==> src/rtl/imem_loader.sv <==
// Instruction-memory loader: streams words into IMEM at consecutive word
// addresses, holds the core idle while loading, then releases it with the
// start PC of the loaded image.
module imem_loader #(
  parameter int ADDR_W    = 8,
  parameter int MAX_CNT_W = 9
) (
  input  logic                 clk,
  input  logic                 rst,
  input  logic                 start,
  input  logic [31:0]          base_pc,
  input  logic [MAX_CNT_W-1:0] word_count,
  input  logic                 in_valid,
  output logic                 in_ready,
  input  logic [31:0]          in_data,
  output logic                 im_we,
  output logic [31:0]          im_addr,
  output logic [31:0]          im_wdata,
  output logic                 cpu_hold,
  output logic [31:0]          cpu_start_pc,
  output logic                 busy,
  output logic                 done,
  output logic                 err
);

  typedef enum logic [1:0] {IDLE, LOAD, RELEASE, RUN} state_t;

  state_t               state, state_n;
  logic [31:0]          base_q;
  logic [MAX_CNT_W-1:0] idx, remain;
  logic [31:0]          end_word;
  logic [31:0]          mem_words;
  logic                 req_ok, can_start, accept, xfer, last;

  // One past the last word index the request touches; cannot overflow 32 bits
  // because base_pc[31:2] is only 30 bits wide.
  assign end_word  = {2'b00, base_pc[31:2]} + {{(32-MAX_CNT_W){1'b0}}, word_count};
  assign mem_words = 32'd1 << ADDR_W;
  assign req_ok    = (base_pc[1:0] == 2'b00) && (word_count != '0) && (end_word <= mem_words);
  // Starts are only looked at when no load is in flight.
  assign can_start = (state == IDLE) || (state == RUN);
  assign accept    = start && can_start && req_ok;
  assign xfer      = (state == LOAD) && in_valid && in_ready;
  assign last      = (remain == MAX_CNT_W'(1));

  // State register.
  always_ff @(posedge clk) begin
    if (rst) state <= IDLE;
    else     state <= state_n;
  end

  // Next-state logic.
  always_comb begin
    state_n = state;
    case (state)
      IDLE:    if (accept) state_n = LOAD;
      LOAD:    if (xfer && last) state_n = RELEASE;
      RELEASE: state_n = RUN;
      RUN:     if (accept) state_n = LOAD;
      default: state_n = IDLE;
    endcase
  end

  // Request latch, word counters and all registered outputs.
  always_ff @(posedge clk) begin
    if (rst) begin
      base_q       <= '0;
      idx          <= '0;
      remain       <= '0;
      in_ready     <= 1'b0;
      im_we        <= 1'b0;
      im_addr      <= '0;
      im_wdata     <= '0;
      cpu_hold     <= 1'b1;
      cpu_start_pc <= '0;
      busy         <= 1'b0;
      done         <= 1'b0;
      err          <= 1'b0;
    end else begin
      if (accept) begin
        base_q <= base_pc;
        idx    <= '0;
        remain <= word_count;
      end else if (xfer) begin
        idx    <= idx + 1'b1;
        remain <= remain - 1'b1;
      end

      // Rejection is sticky until the next accepted start.
      if (start && can_start) err <= !req_ok;

      in_ready <= (state_n == LOAD);
      im_we    <= xfer;
      if (xfer) begin
        im_addr  <= base_q + {{(30-MAX_CNT_W){1'b0}}, idx, 2'b00};
        im_wdata <= in_data;
      end

      if (state == RELEASE) cpu_start_pc <= base_q;

      // Core runs only once RUN has been reached and no reload is starting.
      cpu_hold <= (state == RUN) ? accept : 1'b1;
      done     <= (state == RUN) && !accept;
      busy     <= (state_n == LOAD) || (state_n == RELEASE) || (state == RELEASE);
    end
  end

endmodule
==> config.mk <==
export PLATFORM = sky130hd
export DESIGN_NAME = imem_loader
export DESIGN_NICKNAME = d
export VERILOG_FILES = /design/src/rtl/imem_loader.sv
export SDC_FILE = /design/constraint.sdc
export NUM_CORES = 1
export LEC_CHECK = 0
export BUFFER_PORTS_ARGS = -buffer_cell sky130_fd_sc_hd__buf_2
export CAP_MARGIN = 20
export CORE_MARGIN = 3
export CORE_UTILIZATION = 40
export DETAILED_ROUTE_END_ITERATION = 8
export PLACE_DENSITY = 0.6
export SYNTH_ARGS = -nofsm -noshare
export SYNTH_HDL_FRONTEND = slang
export SYNTH_SLANG_ARGS = --single-unit
==> constraint.sdc <==
create_clock -name clk -period 4.16 [get_ports clk]
set_input_delay 0 -clock clk [delete_from_list [all_inputs] [get_ports clk]]
set_output_delay 0 -clock clk [all_outputs]
set_load 0.1 [all_outputs]
==> impl_metrics.yaml, run 1 <==
outcome:
  status: "finished clean"
clocking:
  clk-insertion-delay-late_ns: 0.42
  cts_made_buffers: 17
  cts.sinks: 154
  cts-root-buf: "clkbuf_16"
  clkSlewWorstSetupHoldPaths_ns: 0.06
  cts_max_path_buffers: 2
  htree_levels: 4
  tritoncts: "done"
layout:
  drive_gt1_share_pct: 22.58
  syn2layout_area_growth_pct: 27.86
  fillers: 1653
  nNetsFinal: 1138
  stdcell_area_um2: 9284
  num_antenna_cells: 0
global_routing:
  grt_use_met3_pct: 5.393
  grt.met2_usage_pct: 32.91
  gr-total-overflow: 0
  top_usage_layer: "met2"
  track_usage_pct: 20.17
  grt_max_degree: 78
  grt_pass1_vias: 6430
  grt_use_met1_pct: 26.05
  grt_pass1_wl_mm: 32.67
  antenna_found_initial: 0
yosys:
  syn_area_per_cell_um2: 8.685
  synthTopCellsByCount: "dfxtp_1 (154), nand2_1 (125), a21oi_1 (78), nor2_1 (63), and3_1 (41)"
  yosysWarnings: 0
  synthFlopType: "dfxtp_1"
  synth_largest_area_cell: "dfxtp_1"
  syn-num-nets: 940
  synth_top_cell_area_share_pct: 42.46
  syn-cell-area_um2: 7261
  yosys_register_bits: 154
  syn_inst: 836
  ys_top_cells_by_area: "dfxtp_1 (42%), nand2_1 (6.5%), a21oi_1 (5.4%)"
  yosysMostFrequentCell: "dfxtp_1"
  synth_edf_count: 0
  ys_seq_area_share_pct: 42.46
  ys_types: 63
  async_flop_share_pct: 0
timing:
  min_period_ns: 3.778
  grt_setup_unrepaired: "false"
  tightest_slew_ns: 0.9382
  tns_ns: 0
  slew_headroom_pct: 37.07
  hold_violations: 0
  skew_ns: 0.009153
  period_share_pct: 90.82
  fmax_mhz: 264.7
  setup_violations: 0
  setup_ws_ns: 0.3817
  final_max_slew_viol_count: 0
die:
  row_count: 48
  initial_utilization_pct: 41.40
  fp.coreArea_um2: 17540
  dieArea_um2: 19800
  io_pins: 179
  die_width_um: 140.7
  die_height_um: 140.7
power_and_ir_drop:
  powerDensity_nw_per_um2: 394.5
  p_leak_uw: 0.004009
  vdd_drop_max_v: 0.0003247
drt:
  ant_nets: 0
  vias_per_cell: 5.141
  drtIter0Drc: 378
  num_vias: 6529
  wirelength_mm: 19.99
  wire_per_inst_um: 15.74
  drt-pass1-iter-count: 5
  drc: 0
critical_path:
  cpLargestDelayFamily: "compound AO/OA/AOI/OAI gates"
  crit_slowest_cell: "or3_2"
  crit_path_max_incr_delay_ns: 0.89
  crit_fanout: 33
  crit_top_cell: "o2111ai_1"
  critPathArrivalTime_ns: 4.09
  required_ns: 4.47
  path_cells: "inv_1, ha_2, nand2_1, a2111oi_0, o2111ai_1, nor4_1, o2111a_1, o2111ai_1, or3_2, a31o_2"
  crit_path_end_kind: "flip-flop"
  critPathBufInv: 1
  worst-setup-path-type: "flip-flop to flip-flop"
  worstSetupStartpointType: "flip-flop"
place:
  place_ws_ns: 0.2782
  port_buffers: 178
  hpwl_mm: 13.80
  dpl_cell_area_um2: 8302
  gp_congestion: 0.9229
worst_hold_path:
  hold_class: "primary input to flip-flop"
run:
  drv_cap: 0
-- timing repair --
| action | in CTS | in global routing |
|---|---|---|
| setup endpoints to repair | 0 | 5 |
| hold buffers | 42 | 0 |
| endpoints found under the hold margin | 51 | 0 |
| resized for setup | 0 | 1 |
| buffers inserted | 0 | 0 |
-- per-layer routing --
layer,vias up,wire (µm)
met3,30,1039
met5,-,0
met4,0,469
met1,2995,9215
met2,157,9265
li1,3347,-
-- flip-flops by register name, summed over array words and instances, names as in the netlist --
signal,flops
base_q,32
cpu_start_pc,32
im_addr,32
im_wdata,32
idx,9
remain,9
state,2
busy,1
cpu_hold,1
done,1
err,1
im_we,1
in_ready,1
-- placed cells by master (no fill, tap or decap), types with 5 or more instances in the layout --
cell	netlist	layout
nand2_1	125	125
mux2i_1	37	37
mux2_1	7	7
nor2_1	63	63
nor3b_1	5	5
nand3_1	14	13
a21o_1	7	7
nor4_1	12	12
buf_2	6	177
nor2b_1	9	9
a211oi_1	5	5
ha_1	25	24
nand4_1	10	10
xor2_1	24	24
o211ai_1	5	5
a21oi_1	78	78
inv_1	15	14
buf_4	0	10
dfxtp_1	154	154
nor3_1	20	20
o21ai_0	25	25
dlygate4sd3_1	0	42
xnor2_1	28	28
and3_1	41	40
clkbuf_16	0	17
a31o_1	5	5
-- cells by family after synthesis --
| family | share of synthesized area, % |
|---|---|
| flops | 42.46 |
| fa+ha+maj | 4.860 |
| simple gates | 21.70 |
| xor+xnor | 6.273 |
| compound gates | 14.85 |
| buf+inv | 3.670 |
| mux | 6.187 |
-- where the power goes --
| part | internal [µW] | switching, µW |
|---|---|---|
| logic | 248 | 411 |
| registers | 1500 | 21.0 |
| clock network | 864 | 614 |
-- stage by stage --
stage	utilization, %	std cells	total power, µW	hold slack [ns]
3_3_place_gp	47.34	1198	2188	0.2412
6_report	52.94	1270	3662	0.006867
2_1_floorplan	-	836	2029	0.1360
4_1_cts	52.93	1270	3702	0.006806
5_1_grt	52.94	1270	3818	0.03369
3_5_place_dp	47.34	1198	2189	0.2464
-- final cells by class --
cell class / instances / area, µm² / area share [%]
multi-input combinational: 617 / 3921 / 42.24
sequential: 154 / 3083 / 33.21
timing repair buffer: 229 / 1381 / 14.88
clock buffer: 20 / 466.7 / 5.027
tap: 225 / 281.5 / 3.032
clock inverter: 10 / 93.84 / 1.011
inverter: 15 / 56.30 / 0.6065
-- tightest hold or removal path: stages --
cell	delay (ns)
buf_2	0.10
nor2b_1	0.15
mux2_1	0.14
-- path summary, 6_finish.rpt --
kind | start | depth (start not counted) | slack (ns) | to
min | word_count[4] | 3 | 0.007 | remain[4]
max reg2reg | state[0] | 10 | 0.38 | base_q[4]
max | state[0] | 10 | 0.38 | base_q[4]
min reg2reg | im_addr[5] | 2 | 0.45 | im_addr[5]
No activity file was read; power rests on OpenSTA's default activity.
==> run 2: changes to the inputs <==
- MAX_ROUTING_LAYER: not set -> met4
==> run 2 against run 1 <==
Against the previous run: final cell count barely moved; fmax grew 1.9%; register-to-register slack gained 0.07 ns; sequential power hardly changed; clock skew barely moved; worst hold slack got worse by 0.0031 ns; first-iteration DRC count decreased by 2.9%; wire length down 1.2%; combinational power barely moved; design area rose by 0.55%; non-clock buffer count stayed put; worst setup slack improved by 0.071 ns; largest cell class unchanged; highest routed layer unchanged.
==> impl_metrics.yaml, run 2 (synthesis gave the netlist of run 1 again) <==
timing:
  fmax_mhz: 269.7
  final_max_slew_viol_count: 0
  hold_violations: 0
  skew_ns: 0.009203
  setup_ws_ns: 0.4528
  grt_setup_unrepaired: "false"
  slew_headroom_pct: 25.49
  min_period_ns: 3.707
  tns_ns: 0
  setup_violations: 0
  period_share_pct: 89.12
  tightest_slew_ns: 1.118
clocking:
  clkSlewWorstSetupHoldPaths_ns: 0.06
  tritoncts: "done"
  htree_levels: 4
  cts_made_buffers: 17
  cts-root-buf: "clkbuf_16"
  cts.sinks: 154
  clk-insertion-delay-late_ns: 0.42
  cts_max_path_buffers: 2
layout:
  drive_gt1_share_pct: 22.56
  syn2layout_area_growth_pct: 28.57
  seq_area_um2: 3083
  final_common_cell: "buf_2"
  layout_common_cells: "buf_2 (177), dfxtp_1 (154), nand2_1 (125)"
  finalNonFillerCells: 1271
  fillers: 1694
  num_antenna_cells: 0
  multi_input_area_um2: 3920
  nNetsFinal: 1138
drt:
  vias_per_cell: 5.193
  wire_per_inst_um: 15.55
  wirelength_mm: 19.76
  ant_nets: 0
  drtIter0Drc: 367
  drt-pass1-iter-count: 5
  drc: 0
  num_vias: 6600
critical_path:
  critPathBufInv: 2
  required_ns: 4.46
  crit_path_max_incr_delay_ns: 0.46
  crit_slowest_cell: "o2111ai_1"
  crit_top_cell: "o2111ai_1"
  cpLargestDelayFamily: "compound AO/OA/AOI/OAI gates"
  worst-setup-path-type: "flip-flop to flip-flop"
  worstSetupStartpointType: "flip-flop"
  crit_path_end_kind: "flip-flop"
  critPathArrivalTime_ns: 4.01
  crit_fanout: 11
  path_cells: "inv_1, ha_2, nand2_1, a2111oi_0, o2111ai_1, nor4_1, o2111a_1, o2111ai_1, nor3_4, buf_4, mux2_1"
power_and_ir_drop:
  internal_power_uw: 2736
  clock_power_share_pct: 42.6
  combPwrFrac_pct: 17.4
  powerDensity_nw_per_um2: 407.6
  vdd_drop_max_v: 0.0003136
  p_sw_uw: 1069
  p_leak_uw: 0.004043
  p_sw_share_pct: 28.09
  power_frac_seq_pct: 40.0
worst_hold_path:
  hold_class: "primary input to flip-flop"
place:
  gp_congestion: 0.8694
  dp_cells: 1199
  port_buffers: 178
  place_ws_ns: 0.4887
  hpwl_mm: 13.57
die:
  row_count: 48
  dieArea_um2: 19800
  initial_utilization_pct: 41.40
  die_width_um: 140.7
  fp.coreArea_um2: 17540
  die_height_um: 140.7
  io_pins: 179
global_routing:
  grt_pass1_vias: 6386
  antenna_found_initial: 0
  gr-total-overflow: 0
  track_usage_pct: 20.57
  grt_pass1_wl_mm: 32.51
  grt_max_degree: 99
outcome:
  status: "finished clean"
run:
  drv_cap: 0
==> run 2: layout make-up <==
class,count,area share (%)
repair buffers,229,14.77
multi-input cells,617,41.99
clock inverters,11,1.702
clock buffers,20,4.892
flip-flops and latches,154,33.03
inverters,15,0.6031
well taps,225,3.016
==> run 2: worst paths after layout <==
kind                 startpoint    endpoint  slack [ns]  depth (start not counted)
hold reg to reg      im_addr[6]  im_addr[6]        0.45                          2
setup / recovery       state[0]   remain[4]        0.45                         11
hold / removal    word_count[3]   remain[3]       0.004                          3
setup reg to reg       state[0]   remain[4]        0.45                         11
==> run 2: worst min-delay path, cell delays in order <==
cell	delay, ns
buf_2	0.10
nor2b_1	0.15
mux2_1	0.14
==> run 2: layer usage <==
layer / part of all wire (%) / GRT usage, %
met1: 45 / 26.31
met5: 0 / -
met3: 5.4 / 5.258
met2: 47 / 31.85
met4: 2.2 / 6.884
==> run 2: power groups by stage <==
stage | registers, µW | logic (µW) | clock network [µW]
global route | 1530 | 728 | 1720
global placement | 1560 | 630 | 0
floorplan | 1670 | 357 | 0
finish | 1520 | 662 | 1620
CTS | 1520 | 664 | 1660
detailed placement | 1560 | 633 | 0
==> run 2: repair_timing <==
action / in CTS / in global routing
endpoints found under the setup margin: 0 / 0
hold buffers: 41 / 0
setup buffers: 0 / 0
resized for setup: 0 / 0
hold endpoints to repair: 39 / 0
==> run 2: per-stage QoR <==
stage | power (µW) | util, % | hold slack [ns] | cell area (µm²)
after floorplan | 2029 | - | 0.1360 | 7261
after global placement | 2187 | 47.38 | 0.2402 | 8309
after detailed placement | 2190 | 47.38 | 0.2460 | 8309
after CTS | 3850 | 53.23 | 0.003450 | 9335
after global routing | 3977 | 53.23 | 0.01317 | 9335
final | 3805 | 53.23 | 0.003813 | 9335
